**config.mk**
```make
export PLATFORM = sky130hd
export DESIGN_NAME = if_stage_flat
export DESIGN_NICKNAME = d
export VERILOG_FILES = /design/src/rtl/if_stage_if.sv /design/src/rtl/if_stage.sv /design/src/flat_wrapper.sv
export SDC_FILE = /design/constraint.sdc
export NUM_CORES = 1
export LEC_CHECK = 0
export BUFFER_PORTS_ARGS = -buffer_cell sky130_fd_sc_hd__buf_2
export CORE_MARGIN = 10
export CORE_UTILIZATION = 50
export CTS_BUF_LIST = sky130_fd_sc_hd__clkbuf_16
export DETAILED_ROUTE_END_ITERATION = 10
export GPL_TIMING_DRIVEN = 0
export PLACE_DENSITY = 0.76
export RECOVER_POWER = 25
export SLEW_MARGIN = 25
export SYNTH_ARGS = -nofsm -noshare
export SYNTH_HDL_FRONTEND = slang
export SYNTH_SLANG_ARGS = --single-unit
```
**constraint.sdc**
```tcl
create_clock -name clk -period 5.2 [get_ports clk]
set_clock_uncertainty 0.1 [all_clocks]
set_input_delay 0.52 -clock clk [delete_from_list [all_inputs] [get_ports clk]]
set_output_delay 0.52 -clock clk [all_outputs]
set_load 0.01 [all_outputs]
```
**src/rtl/if_stage_if.sv**
```systemverilog
// Instruction-memory fetch bus between the fetch stage and instruction memory.
//
// Handshake: the master raises imem_req_o with imem_addr_o and holds both
// stable until the rising edge at which the slave returns imem_ack_i=1;
// imem_rdata_i is valid only in that ack cycle. Ack may arrive in the
// same cycle as the request. At most one request is outstanding. The master
// may drop req only on reset, so the slave must tolerate an abandoned request.
interface if_stage_if;
  logic        imem_req_o;
  logic [31:0] imem_addr_o;
  logic        imem_ack_i;
  logic [31:0] imem_rdata_i;

  modport master (
    output imem_req_o,
    output imem_addr_o,
    input  imem_ack_i,
    input  imem_rdata_i
  );

  modport slave (
    input  imem_req_o,
    input  imem_addr_o,
    output imem_ack_i,
    output imem_rdata_i
  );
endinterface

```
**src/rtl/if_stage.sv**
```systemverilog
// Instruction-fetch stage: owns the fetch PC, issues one-outstanding reads
// to instruction memory, drives the IF/ID registers, absorbs stalls with a
// one-entry hold buffer and applies redirects, dropping wrong-path fetches.
module if_stage #(
  parameter logic [31:0] RESET_PC = 32'h0000_0000
) (
  input  logic               clk,
  input  logic               rst,
  input  logic               stall_i,
  input  logic               redirect_i,
  input  logic [31:0]        redirect_pc_i,
  if_stage_if.master         imem,
  output logic [31:0]        pc_o,
  output logic [31:0]        inst_o,
  output logic               valid_o,
  output logic               stallreq_o,
  output logic [1:0]         dbg_state
);

  typedef enum logic [1:0] {
    S_IDLE = 2'd0,
    S_REQ  = 2'd1,
    S_HOLD = 2'd2,
    S_DROP = 2'd3
  } state_t;

  state_t      state, state_n;
  logic [31:0] req_pc, req_pc_n;
  logic [31:0] pend_pc, pend_pc_n;
  logic [31:0] hold_inst, hold_inst_n;
  logic [31:0] hold_pc, hold_pc_n;
  logic        hold_valid, hold_valid_n;
  logic [31:0] pc_n, inst_n;
  logic        valid_n;
  logic [31:0] target;

  assign target           = {redirect_pc_i[31:2], 2'b00};
  assign imem.imem_req_o  = (state == S_REQ) | (state == S_DROP);
  assign imem.imem_addr_o = req_pc;
  assign stallreq_o       = ((state == S_REQ) & ~imem.imem_ack_i) | (state == S_DROP);
  assign dbg_state        = state;

  // State and datapath registers; reset abandons any outstanding request.
  always_ff @(posedge clk or posedge rst) begin
    if (rst) begin
      state      <= S_IDLE;
      req_pc     <= RESET_PC;
      pend_pc    <= 32'h0;
      hold_inst  <= 32'h0;
      hold_pc    <= 32'h0;
      hold_valid <= 1'b0;
      pc_o       <= 32'h0;
      inst_o     <= 32'h0;
      valid_o    <= 1'b0;
    end else begin
      state      <= state_n;
      req_pc     <= req_pc_n;
      pend_pc    <= pend_pc_n;
      hold_inst  <= hold_inst_n;
      hold_pc    <= hold_pc_n;
      hold_valid <= hold_valid_n;
      pc_o       <= pc_n;
      inst_o     <= inst_n;
      valid_o    <= valid_n;
    end
  end

  // Next-state and next-register logic; redirect outranks stall and ack.
  always_comb begin
    state_n      = state;
    req_pc_n     = req_pc;
    pend_pc_n    = pend_pc;
    hold_inst_n  = hold_inst;
    hold_pc_n    = hold_pc;
    hold_valid_n = hold_valid;
    pc_n         = pc_o;
    inst_n       = inst_o;
    valid_n      = valid_o;

    if (redirect_i) begin
      valid_n      = 1'b0;
      inst_n       = 32'h0;
      hold_valid_n = 1'b0;
      case (state)
        S_REQ: begin
          if (imem.imem_ack_i) begin
            req_pc_n = target;
          end else begin
            pend_pc_n = target;
            state_n   = S_DROP;
          end
        end
        S_DROP:  pend_pc_n = target;
        default: begin
          req_pc_n = target;
          state_n  = S_REQ;
        end
      endcase
    end else begin
      case (state)
        S_IDLE: state_n = S_REQ;
        S_REQ: begin
          if (imem.imem_ack_i) begin
            req_pc_n = req_pc + 32'd4;
            if (stall_i) begin
              hold_pc_n    = req_pc;
              hold_inst_n  = imem.imem_rdata_i;
              hold_valid_n = 1'b1;
              state_n      = S_HOLD;
            end else begin
              pc_n    = req_pc;
              inst_n  = imem.imem_rdata_i;
              valid_n = 1'b1;
            end
          end else if (!stall_i) begin
            valid_n = 1'b0;
            inst_n  = 32'h0;
          end
        end
        S_HOLD: begin
          if (!stall_i) begin
            pc_n         = hold_pc;
            inst_n       = hold_inst;
            valid_n      = 1'b1;
            hold_valid_n = 1'b0;
            state_n      = S_REQ;
          end
        end
        S_DROP: begin
          if (!stall_i) begin
            valid_n = 1'b0;
            inst_n  = 32'h0;
          end
          if (imem.imem_ack_i) begin
            req_pc_n = pend_pc;
            state_n  = S_REQ;
          end
        end
        default: state_n = S_IDLE;
      endcase
    end
  end

endmodule

```
**src/flat_wrapper.sv**
```systemverilog
// flat-port wrapper written by rule: the top's interface ports become plain ports
module if_stage_flat 
#(
  parameter logic [31:0] RESET_PC = 32'h0000_0000
)
  (clk, rst, stall_i, redirect_i, redirect_pc_i, pc_o, inst_o, valid_o, stallreq_o, dbg_state, imem_imem_req_o, imem_imem_addr_o, imem_imem_ack_i, imem_imem_rdata_i);
  if_stage_if imem_i ();
  input  logic clk;
  input  logic rst;
  input  logic stall_i;
  input  logic redirect_i;
  input  logic [31:0] redirect_pc_i;
  output logic [31:0] pc_o;
  output logic [31:0] inst_o;
  output logic valid_o;
  output logic stallreq_o;
  output logic [1:0] dbg_state;
  output wire logic [$bits(imem_i.imem_req_o)-1:0] imem_imem_req_o;
  output wire logic [$bits(imem_i.imem_addr_o)-1:0] imem_imem_addr_o;
  input wire logic [$bits(imem_i.imem_ack_i)-1:0] imem_imem_ack_i;
  input wire logic [$bits(imem_i.imem_rdata_i)-1:0] imem_imem_rdata_i;
  assign imem_imem_req_o = imem_i.imem_req_o;
  assign imem_imem_addr_o = imem_i.imem_addr_o;
  assign imem_i.imem_ack_i = imem_imem_ack_i;
  assign imem_i.imem_rdata_i = imem_imem_rdata_i;
  if_stage #(.RESET_PC(RESET_PC)) u_core (.clk(clk), .rst(rst), .stall_i(stall_i), .redirect_i(redirect_i), .redirect_pc_i(redirect_pc_i), .imem(imem_i), .pc_o(pc_o), .inst_o(inst_o), .valid_o(valid_o), .stallreq_o(stallreq_o), .dbg_state(dbg_state));
endmodule
```
======== Yosys cells after proc, flatten, opt, wreduce, memory -nomap -nowiden ========
Cells that the tools add are included.
word-level totals
  output and inout port bits .............. 101
  bits in latches ......................... 0
  memories kept ........................... 0
  RAM bits ................................ 0
  logic and storage cells ................. 70
  flip-flop bits (word level) ............. 195
  input bits .............................. 69
  ROM bits ................................ 0
cells by class
  magnitude comparators ................... 0
  reductions and logical operators ........ 11
  bitwise gates (word level) .............. 5
  equal/unequal tests ..................... 14
  $add $sub $neg .......................... 1
  div/mod/pow operators ................... 0
  multiply operators ...................... 0
  multiplexer cells ....................... 31
  shifts and indexed selects .............. 0
operator list
  operator                 number
  $mux W32                 13
  $pmux W32 S2             4
  $pmux W32 S3             1
  $add A32 B3 Y32 const B  1
  $mux W2                  6
  $ne A2 B2 Y1 const B     6
  $ne A3 B3 Y1 const B     4
  $pmux W2 S4              1
  $reduce_and A4 Y1        2
  $reduce_and A3 Y1        2
  $reduce_and A6 Y1        1
  $reduce_and A5 Y1        1
  $eq A2 B2 Y1 const B     2
  $mux W1                  4
  $ne A4 B4 Y1 const B     1
  $pmux W2 S2              1
  $reduce_bool A2 Y1       2
  $reduce_bool A4 Y1       1
  $pmux W1 S3              1
  $reduce_bool A3 Y1       1
  $eq A2 B1 Y1 const B     1
  $logic_not A2 Y1         1
  $not A1 Y1               2
  $or A1 B1 Y1             2
  $and A1 B1 Y1            1

======== Longest topological paths before layout ========
Gate-level depths: netlist of run 1.
  depth in word-level cells ............... 4
  gate-level depth with buffers ........... 8
  depth with buffers taken out ............ 6

======== Worst setup path before layout of run 1 ========
No wires, ideal clock.
  path type ............................... reg2reg
  start ................................... register u_core.req_pc[2], in the netlist u_core.imem.imem_addr_o[2]
  end ..................................... register u_core.req_pc[22], in the netlist u_core.imem.imem_addr_o[22]
  clock period less this slack ............ 1974 ps
  stages on the path, launching flop included .. 8
  library setup time ...................... 121 ps
  arrival ................................. 1753 ps
  path buffers ............................ 1
  setup slack ............................. 3226 ps
  cell sequence ........................... dfrtp_1 ha_1 and3_1 buf_4 nand4_1 nor3_1 a221o_1 a22o_1
on the way
  word-level cells in the longest chain between the ends .. 4
ends and longest elaborated chain
  what                    RTL line         source
  from (decl)             if_stage.sv:28   logic [31:0] req_pc, req_pc_n;
  from (signal assigned)  if_stage.sv:57   req_pc <= req_pc_n;
  $add A32 B3 Y32         if_stage.sv:104  req_pc_n = req_pc + 32'd4;
  $mux W32                if_stage.sv:103  if (imem.imem_ack_i) begin
  $pmux W32 S2            if_stage.sv:100  case (state)
  $mux W32                if_stage.sv:80   if (redirect_i) begin
Every way passes these cells. The select of a mux whose other input is x is not followed.
A chain may end at the register's enable or synchronous reset.

======== Final worst setup path of run 1 ========
  start ................................... register u_core.state[0], in the netlist u_core.dbg_state[0]
  end ..................................... register u_core.pc_o[7]
on the way
  word-level cells in the longest chain between the ends .. 3
  elaborated cells on any way between the ends .. 8
  those cells by class .................... eq/ne: 5; mux: 1; reduce/logical: 2
ends and longest elaborated chain
  what                                                                        RTL line         source
  from (decl)                                                                 if_stage.sv:27   state_t state, state_n;
  from (signal assigned)                                                      if_stage.sv:56   state <= state_n;
  $eq A2 B1 Y1 / $eq A2 B2 Y1 (equally long branches)                         if_stage.sv:100
  $ne A2 B2 Y1 (no source line) / $reduce_bool A2 Y1 (equally long branches)  n/a
  $reduce_and A5 Y1 (no source line)                                          n/a
  to (signal assigned)                                                        if_stage.sv:62   pc_o <= pc_n;
  to (decl)                                                                   if_stage.sv:13   output logic [31:0] pc_o,
Parallel ways exist; a longest one is shown, timed or not.

==> results of run 1 <==
==> critical path, stage by stage, from the launching register on <==
cell and delay (ns):
dfrtp_1 0.34, buf_4 0.18, nand2_1 0.14, o21ai_1 0.22
nand3_1 0.36, clkbuf_1 0.37, buf_2 0.27, nand2_1 0.08
o21ai_0 0.08
==> layer usage <==
metal	vias to the layer above	part of all wire, %
met2	280	48
met1	3523	43
met3	41	6.8
met5	-	0
met4	0	2.1
li1	3305	-
==> placed cells by master (no fill, tap or decap), types with 7 or more instances in the layout <==
master       n
o22ai_1     32
mux2i_1     31
buf_4        8
nand2_1     98
nand4_1      9
inv_1       12
clkbuf_16   17
and3_1      16
buf_2      194
a221oi_1     8
a21oi_1     32
nor2_1      26
mux2_2      89
nand3_1     16
xor2_1       7
clkbuf_1    25
o21ai_0     81
o21ai_1      8
dfrtp_1    187
nor3_1       7
==> path summary, 6_finish.rpt <==
kind | from | to | cells after the start
max | u_core.dbg_state[0] | u_core.pc_o[7] | 8
min | rst | u_core.hold_inst[27] | 2
max reg2reg | u_core.dbg_state[0] | u_core.pc_o[7] | 8
min reg2reg | u_core.pc_o[11] | u_core.pc_o[11] | 2
max in group asynchronous | rst | u_core.pend_pc[9] | 3
min in group clk | redirect_pc_i[16] | u_core.pend_pc[16] | 2
==> power by group <==
group          internal [mW]  switching [mW]
Sequential              1.87           0.307
Clock                  0.698           0.554
Combinational          0.560           0.637
==> stage by stage <==
step | util, % | power [mW]
final | 60.9 | 4.63
after global routing | 60.9 | 4.88
after CTS | 61.3 | 4.66
after detailed placement | 58.0 | 3.41
after global placement | 57.3 | 3.35
after floorplan | - | 2.90
==> area by class of cell <==
| type | instances | area share, % |
|---|---|---|
| diodes | 2 | 0.0475 |
| plain buffers | 69 | 3.69 |
| clock buffers | 17 | 4.04 |
| clock inverters | 14 | 1.25 |
| inverters | 10 | 0.368 |
| multi-input cells | 547 | 35.3 |
| flip-flops and latches | 187 | 44.4 |
| well taps | 225 | 2.67 |
| repair buffers | 168 | 8.22 |
==> cells by family (layout without fill, tap and decap cells) <==
logic type               after synthesis  in the layout
AO/OA/AOI/OAI                        204            204
AND/OR/NAND/NOR                      204            204
flip-flops                           187            187
multiplexers                         123            123
buffers and inverters                 79            278
XOR/XNOR                              11             11
adder cells (fa/ha/maj)                1              1
other                                  1              6
==> sequential cells by signal, summed over array words and instances (netlist names) <==
name,count
u_core.hold_inst,32
u_core.inst_o,32
u_core.hold_pc,30
u_core.imem.imem_addr_o,30
u_core.pc_o,30
u_core.pend_pc,30
u_core.dbg_state,2
u_core.valid_o,1
==> results.sh, run 1 <==
export IMPL_syn_area_um2=8810
export IMPL_ios=170
export IMPL_use_met2_pct=33.3
export IMPL_drc=0
export IMPL_r2r_setup_slack_ns=2.92
export IMPL_cts_hold_fix_buffers=0
export IMPL_top_usage_layer="met2"
export IMPL_cp_arrival_ns=2.47
export IMPL_final_area_um2=10500
export IMPL_die_y_um=153
export IMPL_grt_pass1_vias=7068
export IMPL_vias=7149
export IMPL_p_leak_nw=5.12
export IMPL_cp_required_ns=5.39
export IMPL_place_gp_congestion=0.888
export IMPL_cts_root_buf="clkbuf_16"
export IMPL_synth_seq_area_share_pct=53.1
export IMPL_start_util_pct=50.9
export IMPL_peakVddDrop_v=0.000272
export IMPL_timing_final_crit_share_pct=43.9
export IMPL_dpl_hpwl_um=18100
export IMPL_end_kind="flop"
export IMPL_placed_area_um2=10000
export IMPL_antenna_found_initial=2
export IMPL_cts_tree="done"
export IMPL_period_needed_ns=2.28
export IMPL_fmax_mhz=438
export IMPL_yosys_top_cells_area="dfrtp_1 (53%), mux2_2 (11%), o21ai_0 (4.6%), nand2_1 (4.2%), mux2i_1 (3.5%)"
export IMPL_final_cells=1239
export IMPL_cp_start_kind="flop"
export IMPL_timing_final_max_slew_violations=126
export IMPL_tns_ns=0
export IMPL_setup_viol=0
export IMPL_regArea_um2=4680
export IMPL_clk_pin_slew_worst_paths_ns=0.07
export IMPL_drt_initial_drc_count=609
export IMPL_clk_latency_ns=0.43
export IMPL_area_growth_pct=19.5
export IMPL_overflow=0
export IMPL_cts_resized=0
export IMPL_cts_num_sinks=187
export IMPL_fin_ws_ns=2.92
export IMPL_crit_fanout=10
export IMPL_fp_coreArea_um2=17300
export IMPL_synth_seq_cells=187
export IMPL_multiInputGateArea_um2=3720
export IMPL_viasPerCell=5.77
export IMPL_ys_warn_count=0
export IMPL_yosys_area_share_simple_pct=11.4
export IMPL_die_area_um2=23300
export IMPL_synth_xor_area_share_pct=1.09
export IMPL_synthAdderAreaFrac_pct=0.142
export IMPL_whs_ns=0.0348
export IMPL_synthCells=810
export IMPL_synth_top_area_share_pct=53.1
export IMPL_finalHoldViolCount=0
export IMPL_place_inst=1206
export IMPL_grt_start_max_net_pins=33
export IMPL_cts_setup_buffers=0
export IMPL_cts_buffers=17
export IMPL_status="finished, violations left"
export IMPL_synth_top_area_cell="dfrtp_1"
export IMPL_yosysUniqueCellTypes=65
export IMPL_grtUsageMet1_pct=26.7
export IMPL_wire_per_inst_um=19.9
export IMPL_use_met3_pct=4.66
export IMPL_p_per_area_nw_per_um2=440
export IMPL_grt_usage_pct=20.8
export IMPL_synthFlopType="dfrtp_1"
export IMPL_drt_wl_total_um=24600
export IMPL_crit_type="flop to flop"
export IMPL_synth_compound_area_share_pct=14.1
export IMPL_antenna_left=0
export IMPL_port_buffers=162
export IMPL_synth_top_family_by_area="multiplexers"
export IMPL_maxCapViolations=4
export IMPL_synth_edff_count=0
export IMPL_synthMuxAreaShare_pct=15.3
export IMPL_grt_pass1_wl_um=39000
export IMPL_cts_max_level=4
export IMPL_synthTopCellsByCount="dfrtp_1 (187), nand2_1 (98), mux2_2 (89)"
export IMPL_worst_slew_pin_transition_ns=1.74
export IMPL_fin_nets=1070
export IMPL_cts_max_path_buffers=2
export IMPL_rsz0062_at_grt="false"
export IMPL_yosysMostFrequentCell="dfrtp_1"
export IMPL_min_path_type="input pin to async pin"
export IMPL_row_count=48
export IMPL_async_flop_share_pct=100
export IMPL_maxSlewHeadroom_pct=-16.2
export IMPL_die_width_um=153
export IMPL_violations="capacitance limit, slew limit"
export IMPL_drive_above_1_share_pct=34.1
export IMPL_n_fill_cell=1453
export IMPL_first_pass_iters=6
export IMPL_pre_cts_ws_ns=2.73
export IMPL_syn_avg_cell_area_um2=10.9
No activity file was read; power rests on OpenSTA's default activity.
==> run 2: changes to the inputs <==
--- a/config.mk
+++ b/config.mk
@@ -11,7 +11,7 @@
 export CTS_BUF_LIST = sky130_fd_sc_hd__clkbuf_16
 export DETAILED_ROUTE_END_ITERATION = 10
 export GPL_TIMING_DRIVEN = 0
-export PLACE_DENSITY = 0.76
+export PLACE_DENSITY = 0.73
 export RECOVER_POWER = 25
 export SLEW_MARGIN = 25
 export SYNTH_ARGS = -nofsm -noshare
==> constraint.sdc (replaced) <==
create_clock -name clk -period 2.3 [get_ports clk]
set_clock_uncertainty 0.1 [all_clocks]
set_input_delay 0.23 -clock clk [delete_from_list [all_inputs] [get_ports clk]]
set_output_delay 0.23 -clock clk [all_outputs]
set_load 0.01 [all_outputs]
==> run 2 against run 1 <==
  * Non-clock buffer count up 63
  * Critical path depth decreased by 1
  * Setup slack got worse by 2.8 ns
  * The flow now finishes without violations
  * Sequential share of layout area decreased by 2.8 points
  * Sequential cell count unchanged
  * Count of clock-buffer cells in the layout unchanged
  * Hold slack better by 0.020 ns
  * Sequential power increased by 130%
==> results.sh, run 2 (synthesis gave the netlist of run 1 again) <==
export IMPL_status="finished clean"
export IMPL_rr_startpoint="u_core.imem.imem_addr_o[2]"
export IMPL_cts_max_level=4
export IMPL_crit_path_start="u_core.imem.imem_addr_o[2]"
export IMPL_p_int_mw=7.18
export IMPL_dpl_hpwl_um=18400
export IMPL_die_area_um2=23300
export IMPL_viasPerCell=5.75
export IMPL_ios=170
export IMPL_rsz0062_at_grt="false"
export IMPL_grt_usage_pct=22.1
export IMPL_end_kind="flop"
export IMPL_rr_worst_depth=7
export IMPL_cp_required_ns=2.53
export IMPL_fmax_mhz=457
export IMPL_area_growth_pct=27.6
export IMPL_switching_share_pct=33.1
export IMPL_antenna_left=0
export IMPL_fin_util_pct=65.0
export IMPL_first_pass_iters=5
export IMPL_place_gp_congestion=0.849
export IMPL_row_count=48
export IMPL_tns_ns=0
export IMPL_fin_nets=1133
export IMPL_drive_above_1_share_pct=31.9
export IMPL_cts_max_path_buffers=2
export IMPL_setup_viol=0
export IMPL_peakVddDrop_v=0.000576
export IMPL_drt_initial_drc_count=650
export IMPL_cp_arrival_ns=2.41
export IMPL_cts_setup_buffers=0
export IMPL_crit_end="u_core.imem.imem_addr_o[22]"
export IMPL_p_sw_mw=3.55
export IMPL_p_comb_share_pct=26.4
export IMPL_p_seq_share_pct=46.3
export IMPL_timing_final_crit_share_pct=95.1
export IMPL_antenna_cells=0
export IMPL_rr_endpoint="u_core.imem.imem_addr_o[22]"
export IMPL_finalHoldViolCount=0
export IMPL_worst_slew_pin_transition_ns=1.38
export IMPL_final_area_um2=11200
export IMPL_drt_wl_total_um=26600
export IMPL_antenna_found_initial=0
export IMPL_fp_coreArea_um2=17300
export IMPL_cp_start_kind="flop"
export IMPL_port_buffers=162
export IMPL_r2r_setup_slack_ns=0.11
export IMPL_final_cell_mix="dfrtp_1 (185), buf_2 (181), nand2_1 (98)"
export IMPL_reg_largest_list="u_core.hold_inst (32), u_core.inst_o (32)"
export IMPL_crit_type="flop to flop"
export IMPL_clk_latency_ns=0.44
export IMPL_crit_fanout=7
export IMPL_timing_final_max_slew_violations=0
export IMPL_cts_num_sinks=187
export IMPL_min_path_type="input pin to flop"
export IMPL_clock_power_share_pct=27.3
export IMPL_period_needed_ns=2.19
export IMPL_layout_commonest_cell="dfrtp_1"
export IMPL_cts_tree="done"
export IMPL_maxSlewHeadroom_pct=7.40
export IMPL_vias=7483
export IMPL_maxCapViolations=0
export IMPL_grt_pass1_wl_um=42000
export IMPL_grt_start_max_net_pins=33
export IMPL_clk_pin_slew_worst_paths_ns=0.07
export IMPL_cts_root_buf="clkbuf_16"
export IMPL_placed_area_um2=10000
export IMPL_die_y_um=153
export IMPL_start_util_pct=50.9
export IMPL_grt_pass1_vias=7678
export IMPL_overflow=0
export IMPL_cts_buffers=17
export IMPL_p_per_area_nw_per_um2=954
export IMPL_die_width_um=153
export IMPL_p_leak_nw=5.38
export IMPL_wire_per_inst_um=20.5
export IMPL_drc=0
## run 2: changes by cell type in the layout (fill, tap and decap cells not counted), moves of 2 or more
| cell | previous run | this run |
|---|---|---|
| buf_2 | 194 | 181 |
| dlygate4sd3_1 | 0 | 63 |
| clkbuf_1 | 25 | 32 |
| dfrtp_1 | 187 | 185 |
| clkinv_4 | 0 | 2 |
| dfrtp_2 | 0 | 2 |
| diode_2 | 2 | 0 |
| buf_12 | 2 | 5 |
## run 2: timing repair
action                                  4_1_cts  5_1_grt
endpoints found under the setup margin       10       11
endpoints found under the hold margin        90        0
gates cloned                                  0        0
resized for setup                             1        5
hold buffers                                 63        0
## run 2: metrics by stage
step	setup WS (ns)	instances	power [mW]	hold slack, ns
final	0.113	1301	10.7	0.0552
after global routing	0.0162	1301	11.3	0.0950
after CTS	0.0482	1301	10.7	0.0421
after detailed placement	-0.0387	1206	7.75	0.264
after global placement	-1.63	1200	7.58	0.358
after floorplan	-0.436	813	6.55	0.262
## run 2: worst min-delay path by stage
stage                                    end               from  slack [ns]  cells after the start
after floorplan           u_core.pend_pc[16]  redirect_pc_i[16]        0.26                      1
after global placement       u_core.pc_o[20]    u_core.pc_o[20]        0.36                      2
after detailed placement      u_core.pc_o[3]                rst        0.26                      2
after CTS                     u_core.valid_o            stall_i        0.04                      3
after global routing          u_core.valid_o            stall_i        0.09                      3
final                         u_core.valid_o            stall_i        0.06                      3
## run 2: final cells by class
class | instances | area [µm²]
Buffer | 69 | 393
Tap cell | 225 | 282
Timing Repair Buffer | 231 | 1550
Inverter | 10 | 38.8
Clock inverter | 15 | 151
Sequential cell | 187 | 4680
Fill cell | 1410 | 6050
Clock buffer | 17 | 425
Multi-Input combinational cell | 547 | 3720
## run 2: layer usage
metal	vias to the layer above	track usage (%)	part of all wire, %
met1	3656	27.8	41
li1	3432	-	-
met5	-	0	0
met2	321	36.3	49
met3	74	5.50	7.9
met4	0	7.90	2.3
## run 2: worst max-delay path: stages (launching register included)
cell     delay, ns
dfrtp_2       0.46
ha_1          0.25
and3_1        0.19
buf_4         0.16
nand4_1       0.23
nor3_1        0.14
a221o_1       0.34
a22o_1        0.21
## run 2: power groups by stage
stage / logic (mW) / clock network, mW / registers (mW)
2_1_floorplan: 1.55 / 0 / 4.99
3_3_place_gp: 2.65 / 0 / 4.93
3_5_place_dp: 2.75 / 0 / 5.00
4_1_cts: 2.86 / 2.95 / 4.94
5_1_grt: 3.11 / 3.11 / 5.07
6_report: 2.83 / 2.93 / 4.96
